==> config.mk <==
export PLATFORM = sky130hd
export DESIGN_NAME = pipe_trace_tracker
export DESIGN_NICKNAME = d
export VERILOG_FILES = /design/src/rtl/pipe_trace_pkg.sv /design/src/rtl/pipe_trace_stage.sv /design/src/rtl/pipe_trace_tracker.sv
export SDC_FILE = /design/constraint.sdc
export NUM_CORES = 1
export LEC_CHECK = 0
export CAP_MARGIN = 40
export CORE_MARGIN = 2
export CORE_UTILIZATION = 52
export DETAILED_ROUTE_END_ITERATION = 7
export PLACE_DENSITY = 0.94
export SYNTH_ARGS = -nofsm -noshare
export SYNTH_HDL_FRONTEND = slang
export SYNTH_HIERARCHICAL = 1
export SYNTH_SLANG_ARGS = --single-unit
==> constraint.sdc <==
create_clock -name clk_i -period 3.5 [get_ports clk_i]
set_input_delay 0.35 -clock clk_i [delete_from_list [all_inputs] [get_ports clk_i]]
set_output_delay 0.35 -clock clk_i [all_outputs]
set_load 0.01 [all_outputs]
==> src/rtl/pipe_trace_pkg.sv <==
// Shared types and defaults for the instruction-trace tracker.
// State encoding, NOP word, default parameters and a saturating counter helper.
package pipe_trace_pkg;

    typedef enum logic [2:0] {
        IDLE  = 3'd0,
        RUN   = 3'd1,
        DRAIN = 3'd2,
        FAIL  = 3'd3,
        DONE  = 3'd4
    } state_t;

    localparam logic [31:0] NOP_WORD = 32'd0;

    localparam int DEF_WIDTH        = 32;
    localparam int DEF_DEPTH        = 4;
    localparam int DEF_STALL_POS    = 1;
    localparam int DEF_FLUSH_POS    = 1;
    localparam int DEF_DRAIN_CYCLES = 5;
    localparam int DEF_MAX_CYCLES   = 15;
    localparam int DEF_FAIL_HOLD    = 2;

    function automatic logic [7:0] sat_inc(input logic [7:0] v);
        return (v == 8'hFF) ? v : v + 8'd1;
    endfunction

endpackage

==> src/rtl/pipe_trace_stage.sv <==
// One shadow-pipeline stage: a {valid, instr} register with bubble and hold controls.
// Latency: one cycle. Backpressure: hold keeps contents; bubble overrides hold and clears.
// Control priority: bubble > hold > load.
module pipe_trace_stage #(
    parameter int WIDTH = 32
) (
    input  logic             clk_i,
    input  logic             rst_n,
    input  logic             hold,
    input  logic             bubble,
    input  logic [WIDTH-1:0] d_instr,
    input  logic             d_valid,
    output logic [WIDTH-1:0] q_instr,
    output logic             q_valid
);

    logic [WIDTH:0] stage_q;

    always_ff @(posedge clk_i or negedge rst_n) begin
        if (!rst_n) begin
            stage_q <= '0;
        end else if (bubble) begin
            stage_q <= '0;
        end else if (!hold) begin
            stage_q <= {d_valid, d_instr};
        end
    end

    assign q_valid = stage_q[WIDTH];
    assign q_instr = stage_q[WIDTH-1:0];

endmodule

==> src/rtl/pipe_trace_tracker.sv <==
// Instruction-trace tracker: DEPTH-deep shadow pipeline plus run-control FSM with a sticky verdict.
// Latency: an instruction captured in RUN reaches the retire stage DEPTH cycles later.
// Backpressure: none; stall_i holds the front stages. PIPE_TRACE_STATS_EN adds stall/flush/retire counters.
module pipe_trace_tracker
    import pipe_trace_pkg::*;
#(
    parameter int WIDTH        = DEF_WIDTH,
    parameter int DEPTH        = DEF_DEPTH,
    parameter int STALL_POS    = DEF_STALL_POS,
    parameter int FLUSH_POS    = DEF_FLUSH_POS,
    parameter int DRAIN_CYCLES = DEF_DRAIN_CYCLES,
    parameter int MAX_CYCLES   = DEF_MAX_CYCLES,
    parameter int FAIL_HOLD    = DEF_FAIL_HOLD
) (
    input  logic                   clk_i,
    input  logic                   rst_n,
    input  logic                   start_i,
    input  logic [WIDTH-1:0]       instr_i,
    input  logic                   instr_valid_i,
    input  logic                   stall_i,
    input  logic                   flush_i,
    input  logic                   mismatch_i,
    output logic [DEPTH*WIDTH-1:0] stage_instr_o,
    output logic [DEPTH-1:0]       stage_valid_o,
    output logic [WIDTH-1:0]       retire_instr_o,
    output logic                   retire_valid_o,
    output logic [2:0]             state_o,
    output logic [7:0]             cycle_cnt_o,
    output logic                   done_o,
    output logic                   pass_o,
    output logic                   timeout_o
`ifdef PIPE_TRACE_STATS_EN
    ,
    output logic [7:0]             stall_cnt_o,
    output logic [7:0]             flush_cnt_o,
    output logic [7:0]             retired_cnt_o
`endif
);

    localparam logic [7:0] MAX_LAST   = 8'(MAX_CYCLES - 1);
    localparam logic [7:0] DRAIN_LAST = 8'(DRAIN_CYCLES - 1);
    localparam logic [7:0] FAIL_LAST  = 8'(FAIL_HOLD - 1);

    state_t     state;
    logic [7:0] cycle_cnt;
    logic [7:0] phase_cnt;
    logic       done;
    logic       pass;
    logic       timeout;

    logic active;
    logic clr;
    logic eop;
    logic in_valid;

    logic             hold_s   [DEPTH];
    logic             bubble_s [DEPTH];
    logic [WIDTH-1:0] d_instr  [DEPTH];
    logic             d_valid  [DEPTH];
    logic [WIDTH-1:0] instr_q  [DEPTH];
    logic             valid_q  [DEPTH];

    assign active   = (state == RUN) || (state == DRAIN);
    assign clr      = start_i && ((state == IDLE) || (state == DONE));
    assign eop      = instr_valid_i && (instr_i == WIDTH'(NOP_WORD));
    // The end-of-program word and anything fetched during DRAIN enter as bubbles.
    assign in_valid = (state == RUN) && instr_valid_i && (instr_i != WIDTH'(NOP_WORD));

    for (genvar k = 0; k < DEPTH; k++) begin : g_stage
        if (k == 0) begin : g_head
            assign d_instr[k] = in_valid ? instr_i : '0;
            assign d_valid[k] = in_valid;
        end else begin : g_body
            assign d_instr[k] = instr_q[k-1];
            assign d_valid[k] = valid_q[k-1];
        end

        // Flush overrides stall entirely: the stage behind the stall point shifts normally.
        assign bubble_s[k] = clr
                           || (active && flush_i && (k <= FLUSH_POS))
                           || (active && !flush_i && stall_i && (k == STALL_POS + 1));
        assign hold_s[k]   = !clr && (!active || (!flush_i && stall_i && (k <= STALL_POS)));

        pipe_trace_stage #(.WIDTH(WIDTH)) u_stage (
            .clk_i   (clk_i),
            .rst_n   (rst_n),
            .hold    (hold_s[k]),
            .bubble  (bubble_s[k]),
            .d_instr (d_instr[k]),
            .d_valid (d_valid[k]),
            .q_instr (instr_q[k]),
            .q_valid (valid_q[k])
        );

        assign stage_instr_o[k*WIDTH +: WIDTH] = instr_q[k];
        assign stage_valid_o[k]                = valid_q[k];
    end

    assign retire_instr_o = instr_q[DEPTH-1];
    assign retire_valid_o = valid_q[DEPTH-1];

    // Priority inside RUN/DRAIN: mismatch, then budget timeout, then end-of-program/drain.
    always_ff @(posedge clk_i or negedge rst_n) begin
        if (!rst_n) begin
            state     <= IDLE;
            cycle_cnt <= '0;
            phase_cnt <= '0;
            done      <= 1'b0;
            pass      <= 1'b0;
            timeout   <= 1'b0;
        end else begin
            case (state)
                IDLE, DONE: begin
                    if (start_i) begin
                        state     <= RUN;
                        cycle_cnt <= '0;
                        phase_cnt <= '0;
                        done      <= 1'b0;
                        pass      <= 1'b0;
                        timeout   <= 1'b0;
                    end
                end
                RUN, DRAIN: begin
                    cycle_cnt <= sat_inc(cycle_cnt);
                    if (mismatch_i) begin
                        state     <= FAIL;
                        phase_cnt <= '0;
                    end else if (cycle_cnt == MAX_LAST) begin
                        state     <= FAIL;
                        phase_cnt <= '0;
                        timeout   <= 1'b1;
                    end else if (state == RUN) begin
                        if (eop) begin
                            state     <= DRAIN;
                            phase_cnt <= '0;
                        end
                    end else if (phase_cnt == DRAIN_LAST) begin
                        state <= DONE;
                        done  <= 1'b1;
                        pass  <= 1'b1;
                    end else begin
                        phase_cnt <= phase_cnt + 8'd1;
                    end
                end
                FAIL: begin
                    if (phase_cnt == FAIL_LAST) begin
                        state <= DONE;
                        done  <= 1'b1;
                        pass  <= 1'b0;
                    end else begin
                        phase_cnt <= phase_cnt + 8'd1;
                    end
                end
                default: state <= IDLE;
            endcase
        end
    end

    assign state_o     = state;
    assign cycle_cnt_o = cycle_cnt;
    assign done_o      = done;
    assign pass_o      = pass;
    assign timeout_o   = timeout;

`ifdef PIPE_TRACE_STATS_EN
    logic [7:0] stall_cnt;
    logic [7:0] flush_cnt;
    logic [7:0] retired_cnt;

    // A retirement is a valid word loaded into the last stage.
    always_ff @(posedge clk_i or negedge rst_n) begin
        if (!rst_n) begin
            stall_cnt   <= '0;
            flush_cnt   <= '0;
            retired_cnt <= '0;
        end else if (clr) begin
            stall_cnt   <= '0;
            flush_cnt   <= '0;
            retired_cnt <= '0;
        end else if (active) begin
            if (stall_i) stall_cnt <= sat_inc(stall_cnt);
            if (flush_i) flush_cnt <= sat_inc(flush_cnt);
            if (!hold_s[DEPTH-1] && !bubble_s[DEPTH-1] && d_valid[DEPTH-1])
                retired_cnt <= sat_inc(retired_cnt);
        end
    end

    assign stall_cnt_o   = stall_cnt;
    assign flush_cnt_o   = flush_cnt;
    assign retired_cnt_o = retired_cnt;
`endif

endmodule

# Word level (Yosys, flattened, before mapping)
# Cells that the tools add are included.
[word_totals] register_bits=154 input_bits=39
[op_classes] addsub=2 eq_ne=23 n_mux=39 n_reduce_logical=30
[ops] operator="$mux 33" count=8
[ops] operator="$mux 8" count=8
[ops] operator="$logic_not 32->1" count=1
[ops] operator="$mux 32" count=1
[ops] operator="$reduce_bool 32->1" count=1
[ops] operator="$ne 2x2->1 const B" count=12
[ops] operator="$pmux 8 s3" count=1
[ops] operator="$mux 3" count=7
[ops] operator="$add 8x1->8 const B" count=2
[ops] operator="$pmux 8 s2" count=1
[ops] operator="$ne 5x5->1 const B" count=3
[ops] operator="$logic_and 1x1->1" count=10
[ops] operator="$mux 1" count=9
[ops] operator="$pmux 3 s3" count=1
[ops] operator="$eq 8x1->1 const B" count=1
[ops] operator="$eq 8x3->1 const B" count=1
[ops] operator="$eq 8x4->1 const B" count=1
[ops] operator="$eq 8x8->1 const B" count=1
[ops] operator="$reduce_and 4->1" count=2
[ops] operator="$reduce_and 7->1" count=1
[ops] operator="$eq 3x2->1 const B" count=2
[ops] operator="$pmux 1 s3" count=2
[ops] operator="$logic_or 1x1->1" count=5
[ops] operator="$reduce_and 5->1" count=1
[ops] operator="9 further kinds" count=12

# Logic depth before layout (Yosys ltp)
[depth] word_depth=7 depth_mapped=9

# Cells and area by module
# The synthesis kept the hierarchy.
[modules_own_cells] mod="pipe_trace_stage" n_inst=4 cells_each=107 area_per_inst_um2=1367.6
[modules_own_cells] mod="pipe_trace_tracker" n_inst=1 cells_each=236 area_per_inst_um2=1978.1

# Worst setup path before layout
# OpenSTA, ideal clock, no wires.
[synth_timing] path_type="register to register" from="register state[0] (netlist: state_o[0])" to="register g_stage[0].u_stage.stage_q[0]" setup_time_ns=0.132 t_arrival_ns=1.780 t_required_ns=3.368 path_slack_ns=1.588 path_stages_with_launch=9 cell_sequence="dfrtp_1 > buf_2 > xnor2_1 > nor2_1 > a21oi_1 > buf_6 > buf_12 > mux2i_1 > nor2_1"
[synth_rtl] element="start, declared" line_no="pipe_trace_tracker.sv:44" source="state_t state;"
[synth_rtl] element="start signal, assigned" line_no="pipe_trace_tracker.sv:105" source="state <= IDLE;"
[synth_rtl] element="start signal, assigned" line_no="pipe_trace_tracker.sv:115" source="state <= RUN;"
[synth_rtl] element="start signal, assigned" line_no="pipe_trace_tracker.sv:126" source="state <= FAIL;"
[synth_rtl] element="end signal, assigned" line_no="pipe_trace_stage.sv:25" source="stage_q <= {d_valid, d_instr};"
[synth_rtl] element="end, declared" line_no="pipe_trace_stage.sv:17" source="logic [WIDTH:0] stage_q;"

==> run_results.csv <==
group,metric,value,unit
logic_synthesis,synth_top_family_by_area,"multiplexers",
sta,final_max_slew_viol_count,0,
layout,final_cells,1025,
cts,cts_max_path_buffers,2,
route,via_per_inst,5.564,
power_and_ir_drop,power_density,861.5,nW/um2
layout,n_fill_cell,927,
layout,finalNetCount,878,
power_and_ir_drop,p_comb_share,46.7,%
floorplanning,dieHeight,123.7,um
logic_synthesis,ys_warn_count,6,
sta,max_freq,398.4,MHz
power_and_ir_drop,pwr-share-seq,29.5,%
grt,grt_overflow_total,0,
run_status,violations,"negative hold slack",
critical_path,critPathLaunchType,"flip-flop",
power_and_ir_drop,internal-power,5.419,mW
critical_path,critPathCaptureType,"flip-flop",
floorplanning,io_pins,218,
cts,htreeDepth,4,
sta,finalHoldViolCount,6,
place,dp.cells,995,
critical_path,crit_path_cell_trace,"or3b_1 > o21a_4 > buf_4 > mux2i_1 > nor2_1",
cts,cts_tree,"done",
run_status,status,"finished, violations left",
route,drc,0,
power_and_ir_drop,ir_drop,0.7025,mV
sta,finClkSkew,7.010,ps
power_and_ir_drop,clockPowerShare,23.8,%
cts,cts_buffers,17,
flow_run,cap_viol_max_count,0,
logic_synthesis,synth-adder-area-share,0.8399,%
route,postRouteWirelength,18970,um
route,via_count,5703,
cts,cts.sinks,154,
sta,setup_viol,0,
route,drtAntennaViolNets,0,
critical_path,crit_required,3780,ps
logic_synthesis,avgSynthCellArea,11.22,um2
cts,cts.repair.resized,0,
layout,drive_above_1_share,6.627,%
sta,whs,-15.19,ps
layout,antenna_cells,0,
logic_synthesis,seq_area_frac_synth,51.74,%
floorplanning,rows,43,
logic_synthesis,synthSimpleGateAreaFrac,14.31,%
place,hpwl,13340,um
critical_path,worstPathArrival,2790,ps
floorplanning,start_util,53.45,%
sta,finalWorstPathRequiredPeriod,2510,ps
logic_synthesis,synth_compound_area_share,4.468,%
route,drt_first_iter_violations,290,
grt,grt_start_max_net_pins,93,
route,drtPass1Iterations,5,
logic_synthesis,synth-edff-count,0,
sta,finalCritPeriodShare,71.72,%
critical_path,cpPeakStageDelay,650,ps
floorplanning,fp.coreArea,13930,um2
logic_synthesis,ys_ff_latch,154,
critical_path,crit_type,"flip-flop to flip-flop",
critical_path,path_max_fanout,35,
layout,stdcell_area,10010,um2
logic_synthesis,syn_nets,708,
cts,hold_buffers,0,
cts,clkTransAtPathRegs,60,ps
grt,grt_first_pass_wirelength,29910,um
worst_hold_path,holdCritPathClass,"input port to asynchronous set/reset pin",
logic_synthesis,async_flop_share,100.0,%
logic_synthesis,synth_mux_area_share,18.16,%
cts,post-cts-setup-buffer-count,0,
place,place_area,9349,um2
cts,root_buffer,"clkbuf_16",
power_and_ir_drop,cellLeakagePower,4.873,nW
place,gp_congestion,0.8936,
floorplanning,die_x,123.7,um
grt,antenna_found_initial,0,
place,port_buffers,217,
power_and_ir_drop,power.switching,3.201,mW
logic_synthesis,ys_types,48,
power_and_ir_drop,power,8.620,mW
grt,grt_use_total,25.82,%
sta,worst_slew_pin_slew,850.7,ps
cts,worstSkewPairLatency,420,ps
sta,rsz0062_at_grt,"false",
sta,slew-limit-headroom,43.29,%
critical_path,reg2regPathDepth,5,
power_and_ir_drop,power.share.switching,37.13,%
floorplanning,dieArea,15300,um2
grt,grt_pass1_vias,5640,
logic_synthesis,ys.flop_type,"dfrtp_1",
route,wl_per_cell,18.51,um
logic_synthesis,syn_area,7448,um2
critical_path,slowest_stage,"o21a_4",
layout,area_growth,34.33,%
logic_synthesis,synth_xor_area_share,0.8231,%
sta,tns,0,ps
logic_synthesis,syn_inst,664,
==> sequential cells by signal, summed over array words and instances, names as in the netlist <==
name	cells
g_stage.u_stage/stage_q	132
cycle_cnt_o	8
phase_cnt	8
state_o	3
done_o	1
pass_o	1
timeout_o	1
==> cell families after synthesis <==
family,after synthesis
buf+inv,92
compound gates,42
mux,135
xor+xnor,7
fa+ha+maj,5
simple gates,229
flops,154
==> metal layers <==
layer  global-route usage [%]  part of all wire, %
met1                    30.85                   39
met2                    44.06                   52
met3                    8.425                  7.3
met4                    8.594                  2.0
met5                        0                    0
==> cells in the mapped netlist (all sizes together) (2+ instances only) <==
library cell / count / area (um2)
a2111oi: 3 / 45.04
a211oi: 5 / 50.05
a21o: 5 / 37.54
a21oi: 5 / 28.78
and2: 2 / 13.77
and3: 34 / 212.7
buf: 53 / 568.0
clkbuf: 24 / 95.09
dfrtp: 154 / 3854
ha: 5 / 62.56
inv: 15 / 56.30
mux2i: 134 / 1341
nand2: 14 / 52.55
nand2b: 3 / 18.77
nand3: 3 / 15.01
nand4: 6 / 37.54
nand4b: 2 / 17.52
nor2: 144 / 540.5
nor3: 6 / 45.04
nor4: 8 / 50.05
o211ai: 2 / 15.01
o21a: 4 / 37.53
o21ai: 8 / 40.04
o22ai: 3 / 18.77
o31ai: 3 / 27.52
or4: 3 / 26.27
xnor2: 7 / 61.31
==> power by group through the flow <==
stage / clock, mW / sequential, mW / combinational, mW
after detailed placement: 0 / 2.57 / 4.01
after floorplan: 0 / 2.61 / 3.07
after global placement: 0 / 2.55 / 3.91
final: 2.05 / 2.55 / 4.02
after global routing: 2.17 / 2.60 / 4.29
after CTS: 2.08 / 2.55 / 4.03
==> area by class of cell <==
cell class / count / area (um2) / area share, %
Sequential cell: 154 / 3854 / 38.51
Clock inverter: 7 / 188.9 / 1.888
Multi-Input combinational cell: 418 / 2900 / 28.99
Timing Repair Buffer: 228 / 2313 / 23.12
Clock buffer: 23 / 467.9 / 4.677
Tap cell: 180 / 225.2 / 2.251
Inverter: 15 / 56.30 / 0.5627
==> path summary, 6_finish.rpt <==
check	startpoint	end	slack, ps
hold reg to reg	timeout_o	timeout_o	500
min in group clk_i	timeout_o	timeout_o	500
max in group asynchronous	rst_n	phase_cnt[5]	2630
setup / recovery	state_o[0]	g_stage[3].u_stage/stage_q[24]	990
setup reg to reg	state_o[0]	g_stage[3].u_stage/stage_q[24]	990
hold / removal	rst_n	g_stage[3].u_stage/stage_q[9]	-20
==> through the flow <==
| step | util, % | setup WS (ps) | hold WS, ps |
|---|---|---|---|
| 3_5_place_dp | 67.09 | 808.2 | 483.7 |
| 2_1_floorplan | - | 1588 | 54.41 |
| 3_3_place_gp | 66.89 | 839.0 | 464.3 |
| 6_report | 71.81 | 989.8 | -15.19 |
| 4_1_cts | 71.81 | 1030 | 34.22 |
| 5_1_grt | 71.81 | 866.7 | 58.34 |
==> cells in the final DEF (no fill, tap or decap), types with 2 or more instances in the layout <==
cell type / instances
nor3_2: 3
o21ai_0: 5
nand2b_1: 3
a21oi_1: 3
bufinv_16: 6
clkdlybuf4s50_1: 216
nand4_1: 6
nor4_1: 8
nand3_1: 3
mux2i_1: 134
o22ai_1: 3
nand4b_1: 2
a21o_1: 5
o31ai_1: 2
xnor2_1: 7
buf_4: 7
buf_12: 3
o21ai_1: 2
and3_1: 34
clkbuf_16: 17
clkbuf_1: 4
nand2_1: 13
a2111oi_2: 3
a211oi_1: 4
o21a_1: 3
or4_1: 2
clkbuf_8: 2
o211ai_1: 2
nor2_1: 144
dfrtp_1: 154
ha_1: 5
nor3_1: 3
inv_1: 15
==> worst max-delay path, delay by kind of cell (launching register included) <==
family	cells	cell delay (ps)
simple gates	2	520
compound gates	1	650
buf+inv	1	400
mux	1	210
flops	1	570
No activity file was read; power rests on OpenSTA's default activity.
